==> config.mk <==
export PLATFORM = sky130hd
export DESIGN_NAME = mem_port_arbiter
export DESIGN_NICKNAME = d
export VERILOG_FILES = /design/src/rtl/mem_port_arbiter.sv
export SDC_FILE = /design/constraint.sdc
export NUM_CORES = 1
export LEC_CHECK = 0
export BUFFER_PORTS_ARGS = -buffer_cell sky130_fd_sc_hd__buf_2
export CORE_AREA = 2 2 106 108
export CTS_BUF_LIST = sky130_fd_sc_hd__clkbuf_8
export CTS_CLUSTER_DIAMETER = 120
export DETAILED_ROUTE_END_ITERATION = 7
export DIE_AREA = 0 0 108 110
export PLACE_DENSITY = 0.74
export SYNTH_ARGS = -nofsm -noshare
export SYNTH_HDL_FRONTEND = slang
export SYNTH_SLANG_ARGS = --single-unit
==> constraint.sdc <==
create_clock -name clk -period 4.44 [get_ports clk]
set_input_delay 0.444 -clock clk [delete_from_list [all_inputs] [get_ports clk]]
set_output_delay 0.444 -clock clk [all_outputs]
set_load 0.03 [all_outputs]
==> src/rtl/mem_port_arbiter.sv <==
// mem_port_arbiter: shares one single-ported memory between instruction fetch (F stage)
// and load/store traffic (M stage). One access is in flight at a time. Data accesses
// win over fetch because they belong to the older instruction. Returned words are
// latched, and the whole pipeline stalls until every wanted access of the current
// cycle has completed.
//
// Ports:
//   clk, reset                 clock; synchronous active-high reset
//   InstrReqF, PCF             fetch request and address
//   MemReqM, MemWriteM         M-stage access request, 1 = store
//   ALUOutM, WriteDataM        data address and store data
//   InstrF, ReadDataM          latched instruction and load data
//   StallF/D/E/M, FlushW       pipeline hold signals and write-back bubble
//   MemReq, MemWe, MemAddr,
//   MemWData, MemRData,
//   MemReady                   memory-side handshake
//   BusErr                     sticky flag, set when an access times out
module mem_port_arbiter #(
  parameter int unsigned TIMEOUT = 255
) (
  input  logic        clk,
  input  logic        reset,
  input  logic        InstrReqF,
  input  logic [31:0] PCF,
  input  logic        MemReqM,
  input  logic        MemWriteM,
  input  logic [31:0] ALUOutM,
  input  logic [31:0] WriteDataM,
  output logic [31:0] InstrF,
  output logic [31:0] ReadDataM,
  output logic        StallF,
  output logic        StallD,
  output logic        StallE,
  output logic        StallM,
  output logic        FlushW,
  output logic        MemReq,
  output logic        MemWe,
  output logic [31:0] MemAddr,
  output logic [31:0] MemWData,
  input  logic [31:0] MemRData,
  input  logic        MemReady,
  output logic        BusErr
);

  typedef enum logic [1:0] {StIdle, StData, StFetch} state_e;

  // Last counter value before an unanswered access is forced to complete.
  localparam logic [15:0] WaitLast = 16'(TIMEOUT - 1);

  state_e      state_q, state_d;
  logic        idone_q, idone_d;
  logic        ddone_q, ddone_d;
  logic [31:0] instr_q, instr_d;
  logic [31:0] rdata_q, rdata_d;
  logic [15:0] wait_q, wait_d;
  logic        bus_err_q, bus_err_d;

  logic        instr_ok, data_ok, advance;
  logic        timed_out, done;
  logic [31:0] resp_data;

  assign instr_ok = idone_q | ~InstrReqF;
  assign data_ok  = ddone_q | ~MemReqM;
  assign advance  = instr_ok & data_ok;

  // A late MemReady on the final wait cycle still counts as a normal completion.
  assign timed_out = (wait_q == WaitLast) & ~MemReady;
  assign done      = MemReady | timed_out;
  assign resp_data = MemReady ? MemRData : 32'h0;

  always_comb begin
    state_d   = state_q;
    idone_d   = idone_q;
    ddone_d   = ddone_q;
    instr_d   = instr_q;
    rdata_d   = rdata_q;
    wait_d    = wait_q;
    bus_err_d = bus_err_q;
    MemReq    = 1'b0;
    MemWe     = 1'b0;
    MemAddr   = 32'h0;
    MemWData  = 32'h0;

    case (state_q)
      StIdle: begin
        // Counter restarts for whichever access is launched next.
        wait_d = 16'h0;
        if (advance) begin
          idone_d = 1'b0;
          ddone_d = 1'b0;
        end else if (MemReqM && !ddone_q) begin
          state_d = StData;
        end else if (InstrReqF && !idone_q) begin
          state_d = StFetch;
        end
      end

      StData: begin
        MemReq   = 1'b1;
        MemWe    = MemWriteM;
        MemAddr  = ALUOutM;
        MemWData = WriteDataM;
        if (done) begin
          ddone_d   = 1'b1;
          bus_err_d = bus_err_q | timed_out;
          if (!MemWriteM) rdata_d = resp_data;
          wait_d    = 16'h0;
          state_d   = StIdle;
        end else begin
          wait_d = wait_q + 16'd1;
        end
      end

      StFetch: begin
        MemReq  = 1'b1;
        MemAddr = PCF;
        if (done) begin
          idone_d   = 1'b1;
          bus_err_d = bus_err_q | timed_out;
          instr_d   = resp_data;
          wait_d    = 16'h0;
          state_d   = StIdle;
        end else begin
          wait_d = wait_q + 16'd1;
        end
      end

      default: state_d = StIdle;
    endcase
  end

  always_ff @(posedge clk) begin
    if (reset) begin
      state_q   <= StIdle;
      idone_q   <= 1'b0;
      ddone_q   <= 1'b0;
      instr_q   <= 32'h0;
      rdata_q   <= 32'h0;
      wait_q    <= 16'h0;
      bus_err_q <= 1'b0;
    end else begin
      state_q   <= state_d;
      idone_q   <= idone_d;
      ddone_q   <= ddone_d;
      instr_q   <= instr_d;
      rdata_q   <= rdata_d;
      wait_q    <= wait_d;
      bus_err_q <= bus_err_d;
    end
  end

  assign InstrF    = instr_q;
  assign ReadDataM = rdata_q;
  assign BusErr    = bus_err_q;

  // FlushW keeps a held M-stage instruction from committing twice.
  assign StallF = ~advance;
  assign StallD = ~advance;
  assign StallE = ~advance;
  assign StallM = ~advance;
  assign FlushW = ~advance;

endmodule
# Word-level counts from Yosys, hierarchy flattened
# Index checks and enable logic that the tools add are counted.
# totals
out_inout_bits	136
input_bits	134
register_bits	85
# classes
n_addsub	1
mux	16
eq_ne	9
n_reduce_logical	15
n_bitwise	11
# op_table
op	count
32-bit 2-to-1 mux	2
32-bit one-hot mux with 2 select lines	1
16-bit one-hot mux with 2 select lines	1
16-bit by 1-bit adder with 16-bit output (second input constant)	1
16-bit by 8-bit == test with 1-bit output (second input constant)	1
16-bit 2-to-1 mux	1
3-bit AND reduction	4
2-bit 2-to-1 mux	4
2-bit inequality test (second input constant)	4
2-bit nonzero test	3
1-bit NOT	5
1-bit 2-to-1 mux	4
1-bit OR	4
1-bit one-hot mux with 2 select lines	2
2-bit one-hot mux with 2 select lines	1
2-bit AND reduction	2
3-bit inequality test (second input constant)	1
1-bit AND	2
2-bit by 1-bit == test with 1-bit output (second input constant)	1
2-bit == test (second input constant)	1
1-bit logical AND	2
1-bit logical NOT	2
2-bit logical NOT	1
2-bit by 1-bit inequality test with 1-bit output (second input constant)	1
2-bit OR reduction	1

# Logic depth before layout (Yosys ltp)
# Gate-level depths: netlist of run 1.
# depth
depth_word	6
ltp_mapped	8

# Worst setup path after synthesis of run 1
# Ideal clock, no wire load.
# synth_timing
path_type	register to register
start	reg state_q[1]
end	reg wait_q[2]
setup_time_ps	74
period_less_slack_ps	2211
arrival_time_ps	2136
path_stages_with_launch	7
path_slack_ps	2229
n_path_buf	0
path_cell_list	dfxtp_1 -> inv_1 -> ha_1 -> nor2b_1 -> o41ai_4 -> or4b_2 -> a31oi_1
# synth_between
elab_chain_len	3
elab_cells_between_ends	6
classes_between	2 x eq/ne; 1 x mux; 3 x reduce/logical
# synth_lines
item	line	text
start, declared	50	state_e state_q, state_d;
start signal, assigned	134	state_q <= StIdle;
start signal, assigned	142	state_q <= state_d;
2-bit == test / 2-bit by 1-bit == test with 1-bit output (equally long branches)	84	case (state_q)
2-bit OR reduction (no line)	-	
16-bit one-hot mux with 2 select lines / 2-bit nonzero test (equally long branches)	-	
end signal, assigned	147	wait_q <= wait_d;
end, declared	55	logic [15:0] wait_q, wait_d;
# Several ways; a longest one is shown, not always the timed one.
# A chain may end at the register's enable or synchronous reset.

# Final worst setup path of run 1
# layout_timing
start	reg state_q[0]
end	reg instr_q[25] (netlist: InstrF[25])
# layout_between
elab_chain_len	2
# layout_lines
item	line	text
2-bit == test	84	
2-bit AND reduction (no line)	-	
end signal, assigned	145	instr_q <= instr_d;
end, declared	53	logic [31:0] instr_q, instr_d;
# No other way between the ends.

==> summary by stage, run 1 <==
Clock network
The clock tree from TritonCTS is yes. The number of buffers added by the clock tree synthesis step is 9. The clock root buffer master is sky130_fd_sc_hd__clkbuf_8.

In this run the deepest clock path goes through 2 buffers. The H-tree was split into 3 levels. The source-to-sink clock delay at the later pin of the worst-skew pair is 0.35 ns.

The TritonCTS sink count is 85. Hold repair after CTS inserted 0 buffers. Post-CTS timing repair inserted 0 buffers for setup.

After clock tree synthesis, the clock-pin slew on the worst setup and hold paths is 0.08 ns. Gates resized during post-CTS repair numbered 0.

Placement
The HPWL after detailed placement is 10.2 mm. The congestion estimate from routability-driven global placement came to 0.846. The cell area after placement is 5430 um^2.

Buffers placed on the I/O ports in this run total 269. The worst slack after detailed placement is 1.55 ns.

Floorplanning
The initial core utilization is 38.4%. The floorplan die height is 110 um. The I/O pin total is 270.

The floorplan step defined a core boundary enclosing 10700 um^2. Row generation in the floorplan step produced 38 rows. The area enclosed by the die boundary is 11900 um^2.

Measured along the x axis, the die boundary spans 108 um.

Routing
The number of optimization iterations in the first detailed-route pass is 5. After detailed routing, the number of remaining DRC violations is 0. Summing over every cut layer, the via total after detailed routing is 4354. After detailed routing, the average wire length per cell comes to 16.1 um.

The total length of routed wires is 13.5 mm. The count of nets left with antenna violations once routing finished came out at 0. The post-detailed-route via-to-cell ratio is 5.18. After the first detailed-routing iteration, the DRC count stood at 261.

Timing
The fmax is 342 MHz. The max-slew headroom at the worst pin is 13.9%. For the pin with the worst max-slew slack, the measured transition is 1.29 ns.

Summed over all failing endpoints, the final setup total negative slack is 0 ns. Setup repair after global routing left no endpoint under its margin. The post-route clock skew is 0.0101 ns. The number of max-slew violations in the final report is 0. The smallest clock period supported by the final layout is computed as 2.92 ns. The hold violation total from the final report came to 0. Setup violations remaining at the end of the flow were counted as 0. Once routing completed, OpenROAD measured the worst setup slack at 1.52 ns.

The final period utilization is 65.8%.

Critical path
The maximum net fanout on the critical path is 35. Setup slack on the worst reg-to-reg path comes out at 1.52 ns. The worst path required time is 4.68 ns. The critical path arrival is 3.16 ns. Walking the worst path, the cells encountered are inv_1, ha_1, nand2b_1, o32ai_1. The worst setup path is launched from a flip-flop.

The largest single stage delay on the critical path is 1.03 ns. The startpoint identified for the worst register-to-register timing path is state_q[0]. On the critical path, the stage with the largest delay is an instance of sky130_fd_sc_hd__ha_1. Counting cells, the worst reg-to-reg path comes to 4. The critical path class is flip-flop to flip-flop. STA classifies the critical path endpoint as a flip-flop.

The capturing point of the worst reg2reg path is InstrF[25].

Cells and area
The most common cell after layout, fill and taps aside is sky130_fd_sc_hd__buf_2. The top cell types in the final layout, fill and taps aside, are 269 x sky130_fd_sc_hd__buf_2, 85 x sky130_fd_sc_hd__dfxtp_1, 43 x sky130_fd_sc_hd__inv_1. The synthesis-to-layout area growth is 36.6%. The count of inserted antenna diode cells is 0. The fraction of layout cells with a size suffix above 1 is 41.9%.

Once layout is done, the placed cells without fillers occupy 5610 um^2. After the last flow step, the layout net total stands at 836.

Synth
The synthesized design contains 85 register bits. The mapped cell area is 4100 um^2. The synthesized netlist contains 41 unique library cells. The synthesized design contains 0 enable-type register cells.

Averaged over all synthesized cells, the footprint is 8.94 um^2. The dominant synthesized flop cell is sky130_fd_sc_hd__dfxtp_1. When the netlist entered floorplanning its net count stood at 599. After technology mapping, the gate count stands at 459. The fraction of registers with async set/reset is 0%. The sequential-to-total area share from yosys stat is 41.5%. The number of warnings issued by yosys is 0.

Pwr
For this design the ratio of total power to cell area is 316 nW/um^2. The maximum vdd ir drop is 0.176 mV. The leakage power is 2.61 nW.

Min path
The source of the worst hold timing path is MemRData[10]. The terminating pin of the worst hold path is ReadDataM[10]. Counting instances, the worst hold path has a depth of 2. The min-delay analysis places its worst path in the category primary input to flip-flop.

Global routing
The global-route wire length before repair is 19.6 mm. The number of antenna violations at the first check in global routing is 0. Entering global routing, the biggest net connects 69 pins. The remaining global-route overflow is 0. The via count of the first global-routing pass is 3968. Global routing consumed, over all layers together, 20.8% of the routing resources.

Run
Max-cap violations in this run came to 0.

Status
The flow ran to the end, and the final reports show no timing, DRC or antenna violations.
-- cell usage after synthesis (all sizes together) (2+ instances only) --
master / count / share of area [%]
a211oi: 3 / 0.55
a21oi: 9 / 1.1
a22oi: 32 / 5.9
a31oi: 3 / 0.61
a32o: 32 / 7.8
and2: 35 / 5.3
and3: 2 / 0.30
buf: 14 / 2.7
clkbuf: 32 / 2.9
dfxtp: 85 / 41
ha: 6 / 1.8
inv: 41 / 3.8
nand2: 41 / 3.8
nand2b: 3 / 0.46
nand3: 7 / 0.85
nand4: 4 / 0.61
nor2: 10 / 0.91
nor2b: 33 / 5.0
nor3b: 2 / 0.37
o21ai: 4 / 0.49
o32ai: 32 / 6.8
o41ai: 2 / 1.1
or3: 6 / 0.91
or4b: 2 / 0.58
xnor2: 3 / 0.64
xor2: 6 / 1.3
-- worst max-delay path: cells and delay by family, from the launching register on --
family,cells,cell delay (ns)
adders and majority gates,1,1.03
and+or+nand+nor,1,0.98
AOI/OAI and AO/OA,1,0.37
DFF,1,0.33
buffers and inverters,1,0.10
-- layer usage --
| layer | routed length [um] | global-route usage, % | vias to the layer above |
|---|---|---|---|
| met4 | 317 | 6.68 | 0 |
| met2 | 6790 | 36.7 | 170 |
| li1 | - | - | 2119 |
| met3 | 878 | 5.06 | 24 |
| met5 | 0 | 0 | - |
| met1 | 5550 | 25.0 | 2041 |
-- power breakdown --
part / internal (W) / switching [W] / total (W) / leakage (nW)
Sequential: 0.000783 / 0.0000119 / 0.000794 / 0.687
Combinational: 0.000167 / 0.000302 / 0.000469 / 1.83
Clock: 0.000252 / 0.000257 / 0.000508 / 0.0937
Total: 0.00120 / 0.000570 / 0.00177 / 2.61
-- kinds of logic (layout without fill, tap and decap cells) --
group                    count (synthesis)  in the layout  share of synthesized area (%)
adder cells (fa/ha/maj)                  6              6                           1.83
flip-flops                              85             85                           41.5
buffers and inverters                   87            328                           9.33
XOR/XNOR                                 9              9                           1.92
AO/OA/AOI/OAI                          120            120                           24.9
AND/OR/NAND/NOR                        152            152                           20.5
-- layout make-up --
| cell class | count | area, um^2 |
|---|---|---|
| multi-input combinational | 287 | 2030 |
| tap | 140 | 175 |
| timing repair buffer | 272 | 1370 |
| clock buffer | 9 | 124 |
| clock inverter | 6 | 57.6 |
| inverter | 41 | 154 |
| fill | 1037 | 5090 |
| sequential | 85 | 1700 |
-- flip-flops by register name, indices dropped and copies added (netlist names) --
signal	flops
BusErr	1
ddone_q	1
InstrF	32
state_q	2
ReadDataM	32
wait_q	16
idone_q	1
-- through the flow --
step	util [%]	total power (W)	instances	hold WS, ns
after floorplan	-	0.00113	459	0.440
after global placement	50.7	0.00127	825	0.441
after detailed placement	50.7	0.00128	825	0.450
after CTS	52.4	0.00179	840	0.342
after global routing	52.4	0.00185	840	0.344
final	52.4	0.00177	840	0.356
-- worst max-delay path by stage --
stage | from | slack [ns] | endpoint | cells after the start
after floorplan | state_q[1] | 2.23 | wait_q[2] | 6
after global placement | state_q[0] | 1.76 | InstrF[4] | 4
after detailed placement | state_q[0] | 1.55 | InstrF[20] | 4
after CTS | state_q[0] | 1.50 | InstrF[9] | 4
after global routing | state_q[0] | 1.18 | InstrF[4] | 4
final | state_q[0] | 1.52 | InstrF[25] | 4
No activity file was read; power rests on OpenSTA's default activity.
==> run 2: changes to the inputs <==
==> constraint.sdc (replaced) <==
create_clock -name clk -period 2.78 [get_ports clk]
set_input_delay 0.278 -clock clk [delete_from_list [all_inputs] [get_ports clk]]
set_output_delay 0.278 -clock clk [all_outputs]
set_load 0.03 [all_outputs]
==> summary by stage, run 2 (same netlist as run 1, synthesis figures left out) <==
Cells and area
The final standard cell utilization of the core was 53.3% (+0.90 points). The fill cell total of the finished layout is 998 (-3.8%). The count of inserted antenna diode cells is 0 (unchanged). The fraction of layout cells with a size suffix above 1 is 42.9% (+1.0 points).

The most common cell after layout, fill and taps aside is sky130_fd_sc_hd__buf_2. The synthesis-to-layout area growth is 39.0%. In the layout the commonest cells are 269 x sky130_fd_sc_hd__buf_2, 85 x sky130_fd_sc_hd__dfxtp_1, 41 x sky130_fd_sc_hd__inv_1, 41 x sky130_fd_sc_hd__nand2_1, 35 x sky130_fd_sc_hd__and2_1. The final net count is 844 (+0.96%).

Critical path
The type of element capturing the critical path is a primary output. The worst path required time was 2.50 ns (-2.18 ns). The setup path with the least slack is of type flip-flop to primary output. The critical path arrival is 2.10 ns (-1.06 ns). The maximum net fanout on the critical path is 42 (+20%). The startpoint class of the critical path is a flip-flop.

Floorplanning
The floorplan die height is 110 um (unchanged). The I/O pin total is 270 (unchanged). The initial core utilization is 38.4% (unchanged). The number of standard-cell rows in the floorplan is 38 (unchanged). The chip width is 108 um (unchanged). The placeable core region is 10700 um^2 (unchanged).

The area enclosed by the die boundary is 11900 um^2 (unchanged).

Clock network
The clock root buffer master is sky130_fd_sc_hd__clkbuf_8. The post-CTS setup buffer count came to 0 (unchanged). The clock transition time at the flip-flop clock pins of the worst setup and hold paths is 0.10 ns (+0.02 ns). TritonCTS built the clock tree.

The H-tree depth came to 3 (unchanged). The number of buffers added by the clock tree synthesis step was 9 (unchanged). The source-to-sink clock delay at the later pin of the worst-skew pair is 0.35 ns (about the same). The TritonCTS sink count came to 85 (unchanged). The buffer depth of the longest clock path is 2 (unchanged). The hold buffer count at CTS came to 0 (unchanged). The number of instances resized during post-cts repair was 0 (unchanged).

Routing
The DRC violation total after the first TritonRoute iteration is 281 (+7.7%). The total length of routed wires is 13.6 mm (+0.35%). The number of optimization iterations in the first detailed-route pass came to 4 (-1). The number of vias after detailed routing is 4367 (+0.30%). The post-detailed-route via-to-cell ratio came to 5.14 (-0.76%). The number of nets with antenna violations after routing is 0 (unchanged).

The routed length per placed instance is 16.0 um (-0.72%). The DRC violations left came to 0 (unchanged).

Global routing
The largest net degree at the start of global routing came to 67 (-2.9%). The via count of the first global-routing pass is 3997 (+0.73%). The global-route wire length before repair came to 19.8 mm (+1.1%). The remaining global-route overflow is 0 (unchanged). The number of antenna violations at the first check in global routing came to 0 (unchanged). The overall global routing resource usage was 21.1% (+0.26 points).

Run
The number of maximum-capacitance violations is 0 (unchanged).

Timing
The max-slew headroom at the worst pin was 51.9% (+38 points). After layout, the worst path uses 85.6% of the clock period. Timing would allow up to 420 MHz. Setup repair after global routing left no endpoint under its margin. The worst path setup slack after routing is 0.401 ns (-1.12 ns). The total setup violations reported at the end of the flow is 0 (unchanged). The final total negative setup slack is 0 ns (unchanged). The minimum period implied by the final worst setup slack is 2.38 ns. The post-route clock skew is 0.0149 ns (+0.00485 ns). The number of max-slew violations in the final report came to 0 (unchanged). The hold violation total from the final report is 0 (unchanged).

The actual slew at the worst max-slew pin is 0.722 ns (-0.569 ns).

Placement
The worst slack after detailed placement is 0.490 ns (-1.06 ns). The number of buffers added on ports came to 269 (unchanged). The final HPWL from detailed placement is 10.3 mm (+0.69%). The global placer's final weighted congestion is 0.830 (-1.9%).

Pwr
The ratio of total power to cell area is 519 nW/um^2 (+64%). The maximum vdd ir drop is 0.244 mV (+39%). The leakage power is 2.67 nW (+2.1%).

Min path
The class of the worst hold path is primary input to flip-flop.

Status
The flow ran to the end, and the final reports show no timing, DRC or antenna violations.
run 2: worst paths after layout:
kind,from,to,slack [ns],cells past startpoint
worst max register to register,wait_q[0],wait_q[11],0.47,6
worst min-delay path,MemRData[25],ReadDataM[25],0.18,2
worst min register to register,ReadDataM[8],ReadDataM[8],0.47,1
worst max-delay path,state_q[1],MemAddr[7],0.40,6
run 2: area by class of cell:
cell class              instances  area (um^2)  area share, %
inverters                      41          154           2.70
well taps                     140          175           3.07
repair buffers                280         1430           25.0
clock inverters                 5         66.3           1.16
multi-input cells             287         2030           35.5
clock buffers                  11          151           2.65
flip-flops and latches         85         1700           29.8
run 2: worst max-delay path: stages, from the launching register on:
cell	delay, ns
sky130_fd_sc_hd__dfxtp_1	0.35
sky130_fd_sc_hd__inv_1	0.08
sky130_fd_sc_hd__ha_2	0.65
sky130_fd_sc_hd__buf_4	0.27
sky130_fd_sc_hd__a22oi_1	0.08
sky130_fd_sc_hd__nor2b_1	0.12
sky130_fd_sc_hd__buf_2	0.20
run 2: layer usage:
layer	global-route usage [%]	part of all wire, %
met5	0	0
met3	4.00	6.1
met2	36.4	51
met1	26.0	41
met4	8.15	2.0
run 2: where the power goes:
group	leakage (nW)	internal [W]	total (W)	switching (W)
sequential	0.687	0.00125	0.00127	0.0000194
combinational	1.87	0.000276	0.000758	0.000482
clock	0.108	0.000476	0.000933	0.000457
run 2: per-stage QoR:
step	power, W	instances	area [um^2]	hold slack, ns
final	0.00296	849	5700	0.182
after global routing	0.00309	849	5700	0.168
after CTS	0.00298	849	5700	0.173
after detailed placement	0.00205	833	5490	0.450
after global placement	0.00204	833	5490	0.442
after floorplan	0.00180	459	4100	0.429
==> run 3: changes to the inputs <==
==> constraint.sdc (replaced) <==
create_clock -name clk -period 2.2 [get_ports clk]
set_input_delay 0.22 -clock clk [delete_from_list [all_inputs] [get_ports clk]]
set_output_delay 0.22 -clock clk [all_outputs]
set_load 0.03 [all_outputs]
==> summary by stage, run 3 (same netlist as run 1, synthesis figures left out) <==
Critical path
The delay contributed by the slowest stage of the critical path was 0.51 ns (-0.14 ns). Traced cell by cell, the critical path runs through inv_1, ha_1, or4b_4, o41ai_4, a31oi_2, buf_12, a32o_1. The worst path required time came to 2.44 ns (-0.06 ns). The critical path buffer and inverter count came to 2 (-1).

The startpoint class of the critical path is a flip-flop. Among all stages on the critical path, the largest delay is contributed by sky130_fd_sc_hd__or4b_4. The maximum net fanout on the critical path was 32 (-24%). The critical path arrival came to 2.34 ns (+0.24 ns). The worst setup path is captured at a flip-flop. The setup path with the least slack is of type flip-flop to flip-flop.

The kind of cell adding the most delay to the critical path is compound AO/OA/AOI/OAI gates.

Clock network
The H-tree depth is 3 (unchanged). The TritonCTS sink count is 85 (unchanged). The clock transition time at the flip-flop clock pins of the worst setup and hold paths is 0.10 ns (about the same).

The buffer depth of the longest clock path was 2 (unchanged). The hold buffer count at CTS is 0 (unchanged). The source-to-sink clock delay at the later pin of the worst-skew pair is 0.36 ns (about the same). TritonCTS built the clock tree. The number of buffers added by the clock tree synthesis step is 9 (unchanged). The root buffer cell chosen for the clock tree is sky130_fd_sc_hd__clkbuf_8.

Routing
The number of vias after detailed routing is 4473 (+2.4%). The routed length per placed instance was 17.4 um (+9.1%). The DRC violation total after the first TritonRoute iteration was 301 (+7.1%). The post-detailed-route via-to-cell ratio is 5.24 (+1.8%). The number of optimization iterations in the first detailed-route pass is 6 (+2). The total length of routed wires is 14.9 mm (+9.7%). The number of nets with antenna violations after routing is 0 (unchanged). The DRC violations left is 0 (unchanged).

Placement
The number of buffers added on ports came to 269 (unchanged). The global placer's final weighted congestion is 0.817 (-1.6%). The final HPWL from detailed placement is 11.5 mm (+11%).

The cell area after placement is 5560 um^2 (+1.4%).

Timing
The final total negative setup slack is 0 ns (unchanged). The number of max-slew violations in the final report is 0 (unchanged). The hold violation total from the final report is 0 (unchanged). The post-route clock skew is 0.0179 ns (+0.00295 ns).

Based on the critical path, the design can be clocked at up to 476 MHz. The total setup violations reported at the end of the flow is 0 (unchanged). The max-slew headroom at the worst pin was 54.9% (+3.0 points). After layout, the minimum clock period comes to 2.10 ns. Setup repair after global routing left no endpoint under its margin. In the finished design, the share of the clock period the worst path needs comes to 95.5%. The actual slew at the worst max-slew pin is 0.677 ns (-0.0452 ns).

Cells and area
The synthesis-to-layout area growth is 41.3%. The fraction of layout cells with a size suffix above 1 is 44.0% (+1.1 points). The count of inserted antenna diode cells was 0 (unchanged).

The final net count was 849 (+0.59%). The post-layout instance area is 5800 um^2 (+1.6%). The most common cell after layout, fill and taps aside is sky130_fd_sc_hd__buf_2.

Leaving out fill and tap cells, the most frequent cells in the layout are 269 x sky130_fd_sc_hd__buf_2, 83 x sky130_fd_sc_hd__dfxtp_1, 41 x sky130_fd_sc_hd__inv_1, 41 x sky130_fd_sc_hd__nand2_1, 34 x sky130_fd_sc_hd__and2_1.

Floorplanning
The area enclosed by the die boundary was 11900 um^2 (unchanged). The initial core utilization came to 38.4% (unchanged). The chip width is 108 um (unchanged). The placeable core region was 10700 um^2 (unchanged).

The floorplan die height is 110 um (unchanged). The number of standard-cell rows in the floorplan came to 38 (unchanged). The I/O pin total came to 270 (unchanged).

Global routing
The number of antenna violations at the first check in global routing was 0 (unchanged). The global-route wire length before repair is 21.5 mm (+8.8%). The remaining global-route overflow came to 0 (unchanged). The overall global routing resource usage is 23.4% (+2.3 points).

The via count of the first global-routing pass was 4183 (+4.7%). The largest net degree at the start of global routing is 67 (unchanged).

Pwr
The ratio of total power to cell area was 644 nW/um^2 (+24%). The maximum vdd ir drop is 0.409 mV (+68%). The leakage power is 2.72 nW (+2.0%).

Min path
The path class of the tightest hold or removal check is primary input to flip-flop.

Run
The number of maximum-capacitance violations is 0 (unchanged).

Status
The run finished with clean final reports.
run 3: cell count changes in the layout (fill, tap and decap cells not counted), sizes merged:
cell,delta
buf,+5
bufinv,-1
clkbuf,-1
inv,+3
clkinvlp,-1
run 3: metrics by stage:
step                      setup WS [ns]  cells  hold WS, ns  power, W  utilization (%)
after floorplan                  0.0543    459        0.371   0.00228                -
after global placement            0.144    838        0.443   0.00263             52.0
after detailed placement         0.0566    838        0.451   0.00265             52.0
after CTS                        0.0146    854        0.101   0.00375             54.0
after global routing             0.0226    854       0.0922   0.00389             54.2
final                            0.0992    854        0.113   0.00373             54.2
run 3: report_power, final:
group / switching, W / internal (W)
Combinational: 0.000647 / 0.000384
Clock: 0.000629 / 0.000472
Sequential: 0.0000230 / 0.00158
run 3: path summary, 6_finish.rpt:
| check | start | end | slack [ns] | depth (start not counted) |
|---|---|---|---|---|
| worst max-delay path | wait_q[0] | ReadDataM[2] | 0.1 | 7 |
| worst min-delay path | MemRData[8] | ReadDataM[8] | 0.11 | 2 |
| worst max register to register | wait_q[0] | ReadDataM[2] | 0.1 | 7 |
| worst min register to register | ReadDataM[5] | ReadDataM[5] | 0.47 | 1 |
run 3: cell type report:
type / count / area [um^2]
Clock inverter: 6 / 60.1
Timing Repair Buffer: 285 / 1510
Inverter: 41 / 154
Multi-Input combinational cell: 287 / 2060
Fill cell: 1009 / 4900
Sequential cell: 85 / 1700
Tap cell: 140 / 175
Clock buffer: 10 / 138
run 3: layer usage:
metal	track usage (%)	vias up	part of all wire (%)
li1	-	2144	-
met1	29.8	2122	42
met2	39.8	189	50
met3	5.47	18	7.4
met4	6.32	0	1.5
met5	0	-	0
run 3: what timing repair did:
action,4_1_cts,5_1_grt
gates resized for setup,1,7
setup endpoints to repair,3,98
buffers inserted,0,0
